===== src/rtl/req_pair_arbiter_if.sv =====
// rtl/req_pair_arbiter_if.sv - request/grant and violation-report signals of req_pair_arbiter
interface req_pair_arbiter_if #(
  parameter int TW = 16
);
  logic          req1;
  logic          req2;
  logic          gnt1;
  logic          gnt2;
  logic          in_req;
  logic          viol_pulse;
  logic [TW-1:0] viol_time;
  logic          viol_ovf;

  modport master (
    output req1, req2,
    input  gnt1, gnt2, in_req, viol_pulse, viol_time, viol_ovf
  );

  modport slave (
    input  req1, req2,
    output gnt1, gnt2, in_req, viol_pulse, viol_time, viol_ovf
  );
endinterface


===== src/rtl/req_pair_arbiter.sv =====
// rtl/req_pair_arbiter.sv - two-requester round-robin arbiter with hold limit and withdrawn-request monitor
module req_pair_arbiter #(
  parameter int MAX_HOLD   = 8,
  parameter int REPORT_DLY = 5,
  parameter int TW         = 16
) (
  input  logic              clk,
  input  logic              rst_n,
  req_pair_arbiter_if.slave bus
);
  localparam int HW = (MAX_HOLD > 1) ? $clog2(MAX_HOLD) : 1;
  localparam int DW = $clog2(REPORT_DLY + 1);

  typedef enum logic [1:0] {IDLE, REQ, GRANT} state_e;

  state_e        state_q, state_d;
  logic          gnt1_q, gnt1_d;
  logic          gnt2_q, gnt2_d;
  logic          last_owner_q, last_owner_d;  // 0: requester 1, 1: requester 2
  logic [HW-1:0] hold_cnt_q, hold_cnt_d;
  logic [TW-1:0] cyc_cnt_q, cyc_cnt_d;
  logic [TW-1:0] stamp_q, stamp_d;
  logic [TW-1:0] viol_time_q, viol_time_d;
  logic [DW-1:0] timer_q, timer_d;
  logic          ovf_q, ovf_d;
  logic          viol_evt;
  logic          fire;
  logic          owner_req;

  assign fire      = (timer_q == DW'(1));
  assign owner_req = gnt1_q ? bus.req1 : bus.req2;

  always_comb begin
    state_d      = state_q;
    gnt1_d       = 1'b0;
    gnt2_d       = 1'b0;
    last_owner_d = last_owner_q;
    hold_cnt_d   = '0;
    viol_evt     = 1'b0;
    case (state_q)
      IDLE: begin
        if (bus.req1 || bus.req2) state_d = REQ;
      end
      REQ: begin
        // on a tie requester 1 wins unless it owned the previous grant
        if (bus.req1 && (!bus.req2 || last_owner_q)) begin
          state_d = GRANT;
          gnt1_d  = 1'b1;
        end else if (bus.req2) begin
          state_d = GRANT;
          gnt2_d  = 1'b1;
        end else begin
          state_d  = IDLE;
          viol_evt = 1'b1;
        end
      end
      GRANT: begin
        if (!owner_req || (hold_cnt_q == HW'(MAX_HOLD - 1))) begin
          state_d      = IDLE;
          last_owner_d = gnt2_q;
        end else begin
          gnt1_d     = gnt1_q;
          gnt2_d     = gnt2_q;
          hold_cnt_d = hold_cnt_q + HW'(1);
        end
      end
      default: state_d = IDLE;
    endcase
  end

  always_comb begin
    cyc_cnt_d   = cyc_cnt_q + TW'(1);
    timer_d     = (timer_q != '0) ? timer_q - DW'(1) : '0;
    stamp_d     = stamp_q;
    ovf_d       = ovf_q;
    viol_time_d = fire ? stamp_q : viol_time_q;
    // a report firing this cycle no longer counts as pending
    if (viol_evt) begin
      if (timer_q > DW'(1)) begin
        ovf_d = 1'b1;
      end else begin
        stamp_d = cyc_cnt_q;
        timer_d = DW'(REPORT_DLY);
      end
    end
  end

  always_ff @(posedge clk or negedge rst_n) begin
    if (!rst_n) begin
      state_q      <= IDLE;
      gnt1_q       <= 1'b0;
      gnt2_q       <= 1'b0;
      last_owner_q <= 1'b1;
      hold_cnt_q   <= '0;
      cyc_cnt_q    <= '0;
      stamp_q      <= '0;
      viol_time_q  <= '0;
      timer_q      <= '0;
      ovf_q        <= 1'b0;
    end else begin
      state_q      <= state_d;
      gnt1_q       <= gnt1_d;
      gnt2_q       <= gnt2_d;
      last_owner_q <= last_owner_d;
      hold_cnt_q   <= hold_cnt_d;
      cyc_cnt_q    <= cyc_cnt_d;
      stamp_q      <= stamp_d;
      viol_time_q  <= viol_time_d;
      timer_q      <= timer_d;
      ovf_q        <= ovf_d;
    end
  end

  assign bus.gnt1       = gnt1_q;
  assign bus.gnt2       = gnt2_q;
  assign bus.in_req     = (state_q == REQ);
  assign bus.viol_pulse = fire;
  assign bus.viol_time  = fire ? stamp_q : viol_time_q;
  assign bus.viol_ovf   = ovf_q;
endmodule


===== src/flat_wrapper.sv =====
// flat-port wrapper written by rule: the top's interface ports become plain ports
module req_pair_arbiter_flat 
#(
  parameter int MAX_HOLD   = 8,
  parameter int REPORT_DLY = 5,
  parameter int TW         = 16
)
  (clk, rst_n, bus_req1, bus_req2, bus_gnt1, bus_gnt2, bus_in_req, bus_viol_pulse, bus_viol_time, bus_viol_ovf);
  req_pair_arbiter_if #(.TW(TW)) bus_i ();
  input  logic clk;
  input  logic rst_n;
  input wire logic [$bits(bus_i.req1)-1:0] bus_req1;
  input wire logic [$bits(bus_i.req2)-1:0] bus_req2;
  output wire logic [$bits(bus_i.gnt1)-1:0] bus_gnt1;
  output wire logic [$bits(bus_i.gnt2)-1:0] bus_gnt2;
  output wire logic [$bits(bus_i.in_req)-1:0] bus_in_req;
  output wire logic [$bits(bus_i.viol_pulse)-1:0] bus_viol_pulse;
  output wire logic [$bits(bus_i.viol_time)-1:0] bus_viol_time;
  output wire logic [$bits(bus_i.viol_ovf)-1:0] bus_viol_ovf;
  assign bus_i.req1 = bus_req1;
  assign bus_i.req2 = bus_req2;
  assign bus_gnt1 = bus_i.gnt1;
  assign bus_gnt2 = bus_i.gnt2;
  assign bus_in_req = bus_i.in_req;
  assign bus_viol_pulse = bus_i.viol_pulse;
  assign bus_viol_time = bus_i.viol_time;
  assign bus_viol_ovf = bus_i.viol_ovf;
  req_pair_arbiter #(.MAX_HOLD(MAX_HOLD), .REPORT_DLY(REPORT_DLY), .TW(TW)) u_core (.clk(clk), .rst_n(rst_n), .bus(bus_i));
endmodule

===== config.mk =====
export PLATFORM = sky130hd
export DESIGN_NAME = req_pair_arbiter_flat
export DESIGN_NICKNAME = d
export VERILOG_FILES = /design/src/rtl/req_pair_arbiter_if.sv /design/src/rtl/req_pair_arbiter.sv /design/src/flat_wrapper.sv
export SDC_FILE = /design/constraint.sdc
export NUM_CORES = 1
export LEC_CHECK = 0
export CORE_ASPECT_RATIO = 0.5
export CORE_MARGIN = 1
export CORE_UTILIZATION = 55
export CTS_CLUSTER_SIZE = 12
export DETAILED_ROUTE_END_ITERATION = 10
export GPL_ROUTABILITY_DRIVEN = 0
export PLACE_DENSITY = 0.78
export SYNTH_ARGS = -nofsm -noshare
export SYNTH_HDL_FRONTEND = slang
export SYNTH_SLANG_ARGS = --single-unit

===== constraint.sdc =====
create_clock -name clk -period 2.3 [get_ports clk]
set_input_delay 0.575 -clock clk [delete_from_list [all_inputs] [get_ports clk]]
set_output_delay 0.575 -clock clk [all_outputs]
set_load 0.05 [all_outputs]

### Yosys cells after proc, flatten, opt, wreduce, memory -nomap -nowiden

Cells that the tools add are included.

| storage, ports and cells | value |
|---|---|
| register bits after elaboration | 60 |
| output and inout port bits | 21 |
| logic and storage cells | 54 |

| operators by class | value |
|---|---|
| add/sub/neg operators | 3 |
| $lt $le $gt $ge | 1 |
| equal/unequal tests | 6 |
| mux-type cells | 21 |
| bitwise gates (word level) | 1 |
| reduce and logical (&&, ||, !) cells | 12 |

Operator list:

| cell | number |
|---|---|
| adder 16 x 1 -> 16 bit, second input constant | 1 |
| two-way mux 16 bit | 1 |
| two-way mux 3 bit | 5 |
| two-way mux 1 bit | 8 |
| two-way mux 2 bit | 4 |
| AND reduction 2 bit | 4 |
| one-hot mux 2 bit (3 select lines) | 1 |
| != test 2 x 1 -> 1 bit, second input constant | 2 |
| one-hot mux 1 bit (2 select lines) | 2 |
| adder 3 x 1 -> 3 bit, second input constant | 1 |
| == test 3 x 1 -> 1 bit, second input constant | 1 |
| == test 3 bit, second input constant | 1 |
| greater-than comparator 3 x 1 -> 1 bit, second input constant | 1 |
| logical OR 1 bit | 3 |
| nonzero test 3 bit | 1 |
| subtractor 3 x 1 -> 3 bit, second input constant | 1 |
| == test 2 x 1 -> 1 bit, second input constant | 1 |
| == test 2 bit, second input constant | 1 |
| logical NOT 1 bit | 2 |
| logical NOT 2 bit | 1 |
| logical AND 1 bit | 1 |
| NOT 1 bit | 1 |

### Logic depth before layout (Yosys ltp)

Gate-level depths: netlist of the first run.

| depth | value |
|---|---|
| word-level depth | 6 |
| depth in mapped cells | 5 |

### Worst setup path before layout of the first run

OpenSTA, ideal clock, no wires.

| timing | value |
|---|---|
| path kind | register to output |
| start | register u_core.timer_q[1] |
| end | output bus_viol_time[6] |
| data arrival time | 1.591 ns |
| required time | 1.725 ns |
| setup slack | 0.134 ns |
| cell stages (with the launch flop) | 6 |
| buffers on the path | 2 |
| path through | dfrtp_1 -> nor2_2 -> and2_1 -> buf_4 -> buf_6 -> mux2_1 |

| on the way | value |
|---|---|
| cells in the longest elaborated chain, start to end | 2 |

RTL lines:

| what | RTL line | source |
|---|---|---|
| start, declared | req_pair_arbiter.sv:24 | `logic [DW-1:0] timer_q, timer_d;` |
| start signal, assigned | req_pair_arbiter.sv:109 | `timer_q <= timer_d;` |
| == test 3 x 1 -> 1 bit | req_pair_arbiter.sv:30 | `assign fire = (timer_q == DW'(1));` |
| named net bus_viol_pulse | flat_wrapper.sv:17 | `output wire logic [$bits(bus_i.viol_pulse)-1:0] bus_viol_pulse;` |
| two-way mux 16 bit | req_pair_arbiter.sv:118 | `assign bus.viol_time = fire ? stamp_q : viol_time_q;` |
| end, declared | flat_wrapper.sv:18 | `output wire logic [$bits(bus_i.viol_time)-1:0] bus_viol_time;` |

The timed path passes the listed nets, and every way through them passes these cells.

### Worst setup path after layout of the first run

| timing | value |
|---|---|
| start | register u_core.timer_q[1] |
| end | output bus_viol_time[2] |

| on the way | value |
|---|---|
| cells in the longest elaborated chain, start to end | 2 |

RTL lines:

| what | RTL line |
|---|---|
| == test 3 x 1 -> 1 bit | req_pair_arbiter.sv:30 |
| two-way mux 16 bit | req_pair_arbiter.sv:118 |

No other way between the ends.

==> results of run 1 <==
==> cell families (layout without fill, tap and decap cells) <==
logic type               count (synthesis)  after routing  synth area share, %
AND/OR/NAND/NOR                         42             42                 10.5
adder cells (fa/ha/maj)                  5              5                 2.54
flip-flops                              60             60                 61.0
AO/OA/AOI/OAI                            7              7                 1.93
multiplexers                            34             34                 16.7
buffers and inverters                    9             55                 2.29
XOR/XNOR                                14             14                 4.98
==> Yosys cell counts, types with 4 or more instances <==
cell type / n / area (µm²)
dfrtp_1: 59 / 1480
mux2_2: 23 / 259
mux2_4: 8 / 120
nand3_1: 8 / 40.0
xor2_1: 8 / 70.1
xnor2_1: 6 / 52.6
ha_1: 5 / 62.6
inv_1: 5 / 18.8
nand2_1: 5 / 18.8
nor3_1: 5 / 25.0
nor4_1: 4 / 25.0
o21ai_0: 4 / 20.0
==> sequential cells by signal, summed over array words and instances, names as in the netlist <==
| register | cells |
|---|---|
| u_core.cyc_cnt_q | 16 |
| u_core.last_owner_q | 1 |
| u_core.timer_q | 3 |
| u_core.hold_cnt_q | 3 |
| u_core.stamp_q | 16 |
| u_core.viol_time_q | 16 |
| u_core.bus.viol_ovf | 1 |
| u_core.state_q | 2 |
| u_core.bus.gnt2 | 1 |
| u_core.bus.gnt1 | 1 |
==> metal layers <==
metal | GRT usage, % | wire [µm]
met2 | 30.6 | 2050
met4 | 10.7 | 49
met3 | 7.02 | 246
met1 | 24.9 | 1900
met5 | 0 | 0
==> stage by stage <==
stage	setup slack, ns	power (mW)	util, %
3_3_place_gp	0.126	2.56	67.3
2_1_floorplan	0.134	2.22	-
5_1_grt	-0.0548	3.79	75.6
6_report	0.00825	3.63	75.6
4_1_cts	0.000460	3.61	74.0
3_5_place_dp	0.113	2.58	67.3
==> area by class of cell <==
cell class                      instances  share of cell area [%]
Inverter                                5                   0.608
Multi-Input combinational cell        102                    30.4
Sequential cell                        60                    48.7
Clock buffer                           15                    5.72
Timing Repair Buffer                   34                    12.2
Clock inverter                          1                   0.162
Tap cell                               54                    2.19
==> power groups by stage <==
stage	combinational, mW	sequential, mW	clock, mW
2_1_floorplan	0.842	1.38	0
3_3_place_gp	1.23	1.33	0
3_5_place_dp	1.24	1.34	0
4_1_cts	1.42	1.32	0.869
5_1_grt	1.54	1.34	0.905
6_report	1.46	1.32	0.838
==> worst paths after layout <==
| path | startpoint | endpoint | slack, ns | depth (start not counted) |
|---|---|---|---|---|
| min in group clk | u_core.hold_cnt_q[0] | u_core.hold_cnt_q[0] | 0.43 | 1 |
| hold / removal | rst_n | u_core.viol_time_q[3] | 0.21 | 1 |
| setup reg to reg | u_core.cyc_cnt_q[0] | u_core.cyc_cnt_q[12] | 0.65 | 4 |
| hold reg to reg | u_core.hold_cnt_q[0] | u_core.hold_cnt_q[0] | 0.43 | 1 |
| setup / recovery | u_core.timer_q[1] | bus_viol_time[2] | 0.008 | 5 |
| max in group asynchronous | rst_n | u_core.last_owner_q | 1.46 | 2 |
==> timing repair <==
item | in CTS | in global routing
gates resized for setup | 18 | 15
setup endpoints to repair | 16 | 16
gates cloned | 1 | 0
pin swaps | 1 | 0
hold buffers | 0 | 0
buffers inserted | 3 | 2
==> run metrics, run 1 <==
outcome completed; Setup Skew between 0.004 and 0.005 ns; final max-slew violation count 0; fin crit share between 90% and 100%; die boundary width a little under 100 µm; CTS tree done; area post-placement 2750 µm²; commonest non-fill, non-tap cell in the layout dfrtp_1; sw power approximately 1.3 mW; WL final between 4000 and 5000 µm; post-synthesis cell count around 170; vias in the first global route around 1400; die area 4770 µm²; grt ovf 0; fin nets roughly 220; pwr/cell area approximately 1200 nW/µm²; synth unique cells 30; Routed Antenna Nets 0; DR iter-0 viols 73; overall routing resource usage around 20%; Placeable Area just over 4000 µm²; IO Count 25; die height 49.3 µm; antenna fix cells 0; Static Leak approximately 1.5 nW; CP Launch Type flop; RSZ-0062 raised after global routing true; final hold viol count 0; FMAX between 0.4 and 0.5 GHz; root buffer cell clkbuf_8; worst-margin pin slew approximately 0.55 ns; cell row count 16; Crit path top cell by count buf_6; Crit path required time 1.73 ns; # clock sinks 60; commonest cells after routing, fill and taps aside dfrtp_1, mux2_2, buf_6; Post-Syn Area per Cell 14.4 µm²; Fill cells between 200 and 300; layout cells sized above 1 ~38%; initial antenna violation count 0; Comb pwr share approximately 40%; internal power approximately 2.4 mW; Layout Cells excl Fill approximately 270; TritonCTS Buffers 9; sequential power share between 30 and 40%; WHS approximately 0.21 ns; critical path's largest stage delay roughly 0.43 ns; Worst slew margin ~63%; Avg Vias per Cell 5.27; #FFs+latches synth 60; clk buf depth 2; Worst VDD drop approximately 1400 µV; Clk Latency, worst-skew pair 0.33 ns; starting density of the core roughly 60%; predominant post-synthesis flop cell dfrtp_1; Port Buf Inserts 24; crit path max fanout 5; register area between 1500 and 2000 µm²; YS warnings 0; vias 1427; min Tclk post-route about 2.3 ns; Remaining DRCs 0; number of synthesized flops with an enable pin 0; synthesized area about 2500 µm²; area grow syn2layout 25.3%; critical path, cell by cell nor2_4, and2_4, buf_6, mux2_2, buf_6; CP Buf/Inv Count 2; area of the multi-input gates 937 µm²; Syn Nets 180; Placed Instances 249; share of flip-flops with an asynchronous set or reset 100%; total negative slack 0 ns; CP max-delay cell dfrtp_1; critical path class flop to primary output; final instance area slightly above 3000 µm²; CP top delay family flip-flops; first-pass GRT wire length ~6900 µm; Hold Crit Class input pin to asynchronous set/reset pin; clock network power share a little under a quarter; routed len/inst about 16 µm; Clock Pin Slew Worst Setup and Hold Paths 0.06 ns; Critical Path Sink Type primary output; largest net degree at the start of global routing 40; switch share between 30% and 40%; crit path DAT 1.72 ns; Max Cap Viol 0; Pre-antenna DRT Iters 4; post-synthesis sequential area ratio between 60 and 70%; setup violators final 0; # H-tree levels 3; DP Wirelength 2580 µm
Power figures use the tool's default switching activity.
==> run 2, diff against run 1 <==
Clock period 2.3 ns to 2.2 ns, I/O delays scaled along.
==> run 2 against run 1 <==
- the flow now finishes with violations (setup timing)
- combinational power is 25% higher
- critical path depth stayed put
- via count is 9.4% higher
- wire length is 15% higher
- largest cell class unchanged
==> run metrics, run 2 (same netlist as run 1, synthesis figures left out) <==
fin nets 234 (+5.9%); outcome complete, but fails checks; Clock Pin Slew Worst Setup and Hold Paths 0.06 ns (about the same); Crit path required time 1.65 ns (-0.08 ns); total power 4.20 mW (+16%); Worst VDD drop 1110 µV (-19%); Worst slew margin 56.2% (-7.1 points); cell row count 16 (unchanged); biggest regs u_core.cyc_cnt_q: 16 flops, u_core.stamp_q: 16 flops, u_core.viol_time_q: 16 flops; Max Cap Viol 0 (unchanged); final core occ 80.2% (+4.7 points); hold_buf cts 0 (unchanged); area grow syn2layout 33.0%; starting density of the core 60.3% (unchanged); routed len/inst 17.2 µm (+9.7%); Remaining DRCs 0 (unchanged); die height 49.3 µm (unchanged); TritonCTS Buffers 9 (unchanged); internal power 2.76 mW (+17%); crit path max fanout 7 (+2); setup violators final 16 (+16); vias 1561 (+9.4%); Port Buf Inserts 24 (unchanged); initial antenna violation count 0 (unchanged); pwr/cell area 1280 nW/µm² (+9.0%); IO Count 25 (unchanged); Critical Path Sink Type primary output; critical path class flop to primary output; crit path DAT 1.68 ns (-0.04 ns); clock network power share 23.3% (+0.2 points); WL final 4880 µm (+15%); WHS 0.211 ns (+0.00190 ns); worst-margin pin slew 0.655 ns (+0.106 ns); final hold viol count 0 (unchanged); Routed Antenna Nets 0 (unchanged); Comb pwr share 43.5% (+3.1 points); die boundary width 96.6 µm (unchanged); first-pass GRT wire length 8290 µm (+20%); largest net degree at the start of global routing 36 (-10%); sequential power share 33.2% (-3.3 points); Avg Vias per Cell 5.50 (+4.4%); Static Leak 1.62 nW (+7.3%); overall routing resource usage 23.3% (+3.4 points); Placeable Area 4080 µm² (unchanged); Hold Crit Class input pin to asynchronous set/reset pin; Layout Cells excl Fill 284 (+4.8%); critical path startpoint u_core.timer_q[1]; layout cells sized above 1 42.6% (+4.8 points); # clock sinks 60 (unchanged); min Tclk post-route around 2.2 ns; worst r2r src u_core.timer_q[2]; sw power 1.43 mW (+14%); switch share 34.2% (-0.65 points); Setup Skew 0.00398 ns (-0.000396 ns); Placed Instances 254 (+2.0%); DP Wirelength 2660 µm (+3.2%); vias in the first global route 1703 (+19%); failing checks setup timing; # H-tree levels 3 (unchanged); Pre-antenna DRT Iters 4 (unchanged); commonest cells after routing, fill and taps aside dfrtp_1, mux2_4, buf_4; fin crit share 101%; root buffer cell clkbuf_8; antenna fix cells 0 (unchanged); FMAX between 0.4 and 0.5 GHz; final max-slew violation count 0 (unchanged); grt ovf 0 (unchanged); CP Launch Type flop; Clk Latency, worst-skew pair 0.33 ns (about the same); clk buf depth 2 (unchanged); commonest non-fill, non-tap cell in the layout dfrtp_1; final setup margin -0.0296 ns (-0.0379 ns); DR iter-0 viols 91 (+25%); RSZ-0062 raised after global routing true; CTS tree done; die area 4770 µm² (unchanged)
==> run 2: layout make-up <==
class	instances	area (µm²)
well taps	54	67.6
fillers	226	808
multi-input cells	102	966
inverters	5	18.8
clock buffers	11	151
repair buffers	47	519
flip-flops and latches	60	1500
clock inverters	5	50.0
==> run 2: final timing paths <==
kind	to	slack, ns	depth (start not counted)
setup / recovery	bus_viol_time[8]	-0.03	5
hold / removal	u_core.viol_time_q[3]	0.21	2
setup reg to reg	u_core.stamp_q[4]	0.29	9
hold reg to reg	u_core.hold_cnt_q[0]	0.44	1
max in group asynchronous	u_core.last_owner_q	1.60	2
min in group clk	u_core.hold_cnt_q[0]	0.44	1
==> run 2: power by group through the flow <==
stage | clock network [mW] | logic (mW) | registers (mW)
after floorplan | 0 | 0.880 | 1.44
after global placement | 0 | 1.30 | 1.39
after detailed placement | 0 | 1.32 | 1.40
after CTS | 0.996 | 1.77 | 1.39
after global routing | 1.05 | 1.90 | 1.41
final | 0.978 | 1.82 | 1.39
==> run 2: repair_timing <==
action	CTS	global route
setup buffers	11	2
pin swaps	1	1
gates cloned	1	0
setup endpoints to repair	16	16
gates resized for setup	54	1
==> run 2: metal layers <==
| layer | global-route usage [%] | vias up | routed length [µm] |
|---|---|---|---|
| li1 | - | 699 | - |
| met1 | 28.0 | 808 | 2090 |
| met2 | 39.4 | 42 | 2490 |
| met3 | 7.45 | 12 | 214 |
| met4 | 9.45 | 0 | 90 |
| met5 | 0 | - | 0 |
==> run 2: stage by stage <==
stage	TNS, ns	setup slack [ns]	instance area (µm²)
6_report	-0.294	-0.0296	3280
5_1_grt	-1.21	-0.0896	3280
3_3_place_gp	0	0.0931	2780
3_5_place_dp	0	0.0859	2780
4_1_cts	-0.625	-0.0461	3260
2_1_floorplan	0	0.0591	2460
==> run 2: critical path: stages, from the launching register on <==
cell and delay, ns:
dfrtp_1 0.39, nor2_2 0.13, and2_4 0.20, buf_8 0.15, mux2_4 0.33, buf_8 0.15
==> run 3, diff against run 2 <==
Settings changed: CTS_CLUSTER_DIAMETER set to 150.
==> results of run 3 <==
Final layout, timing and power as in run 2 (identical DEF).
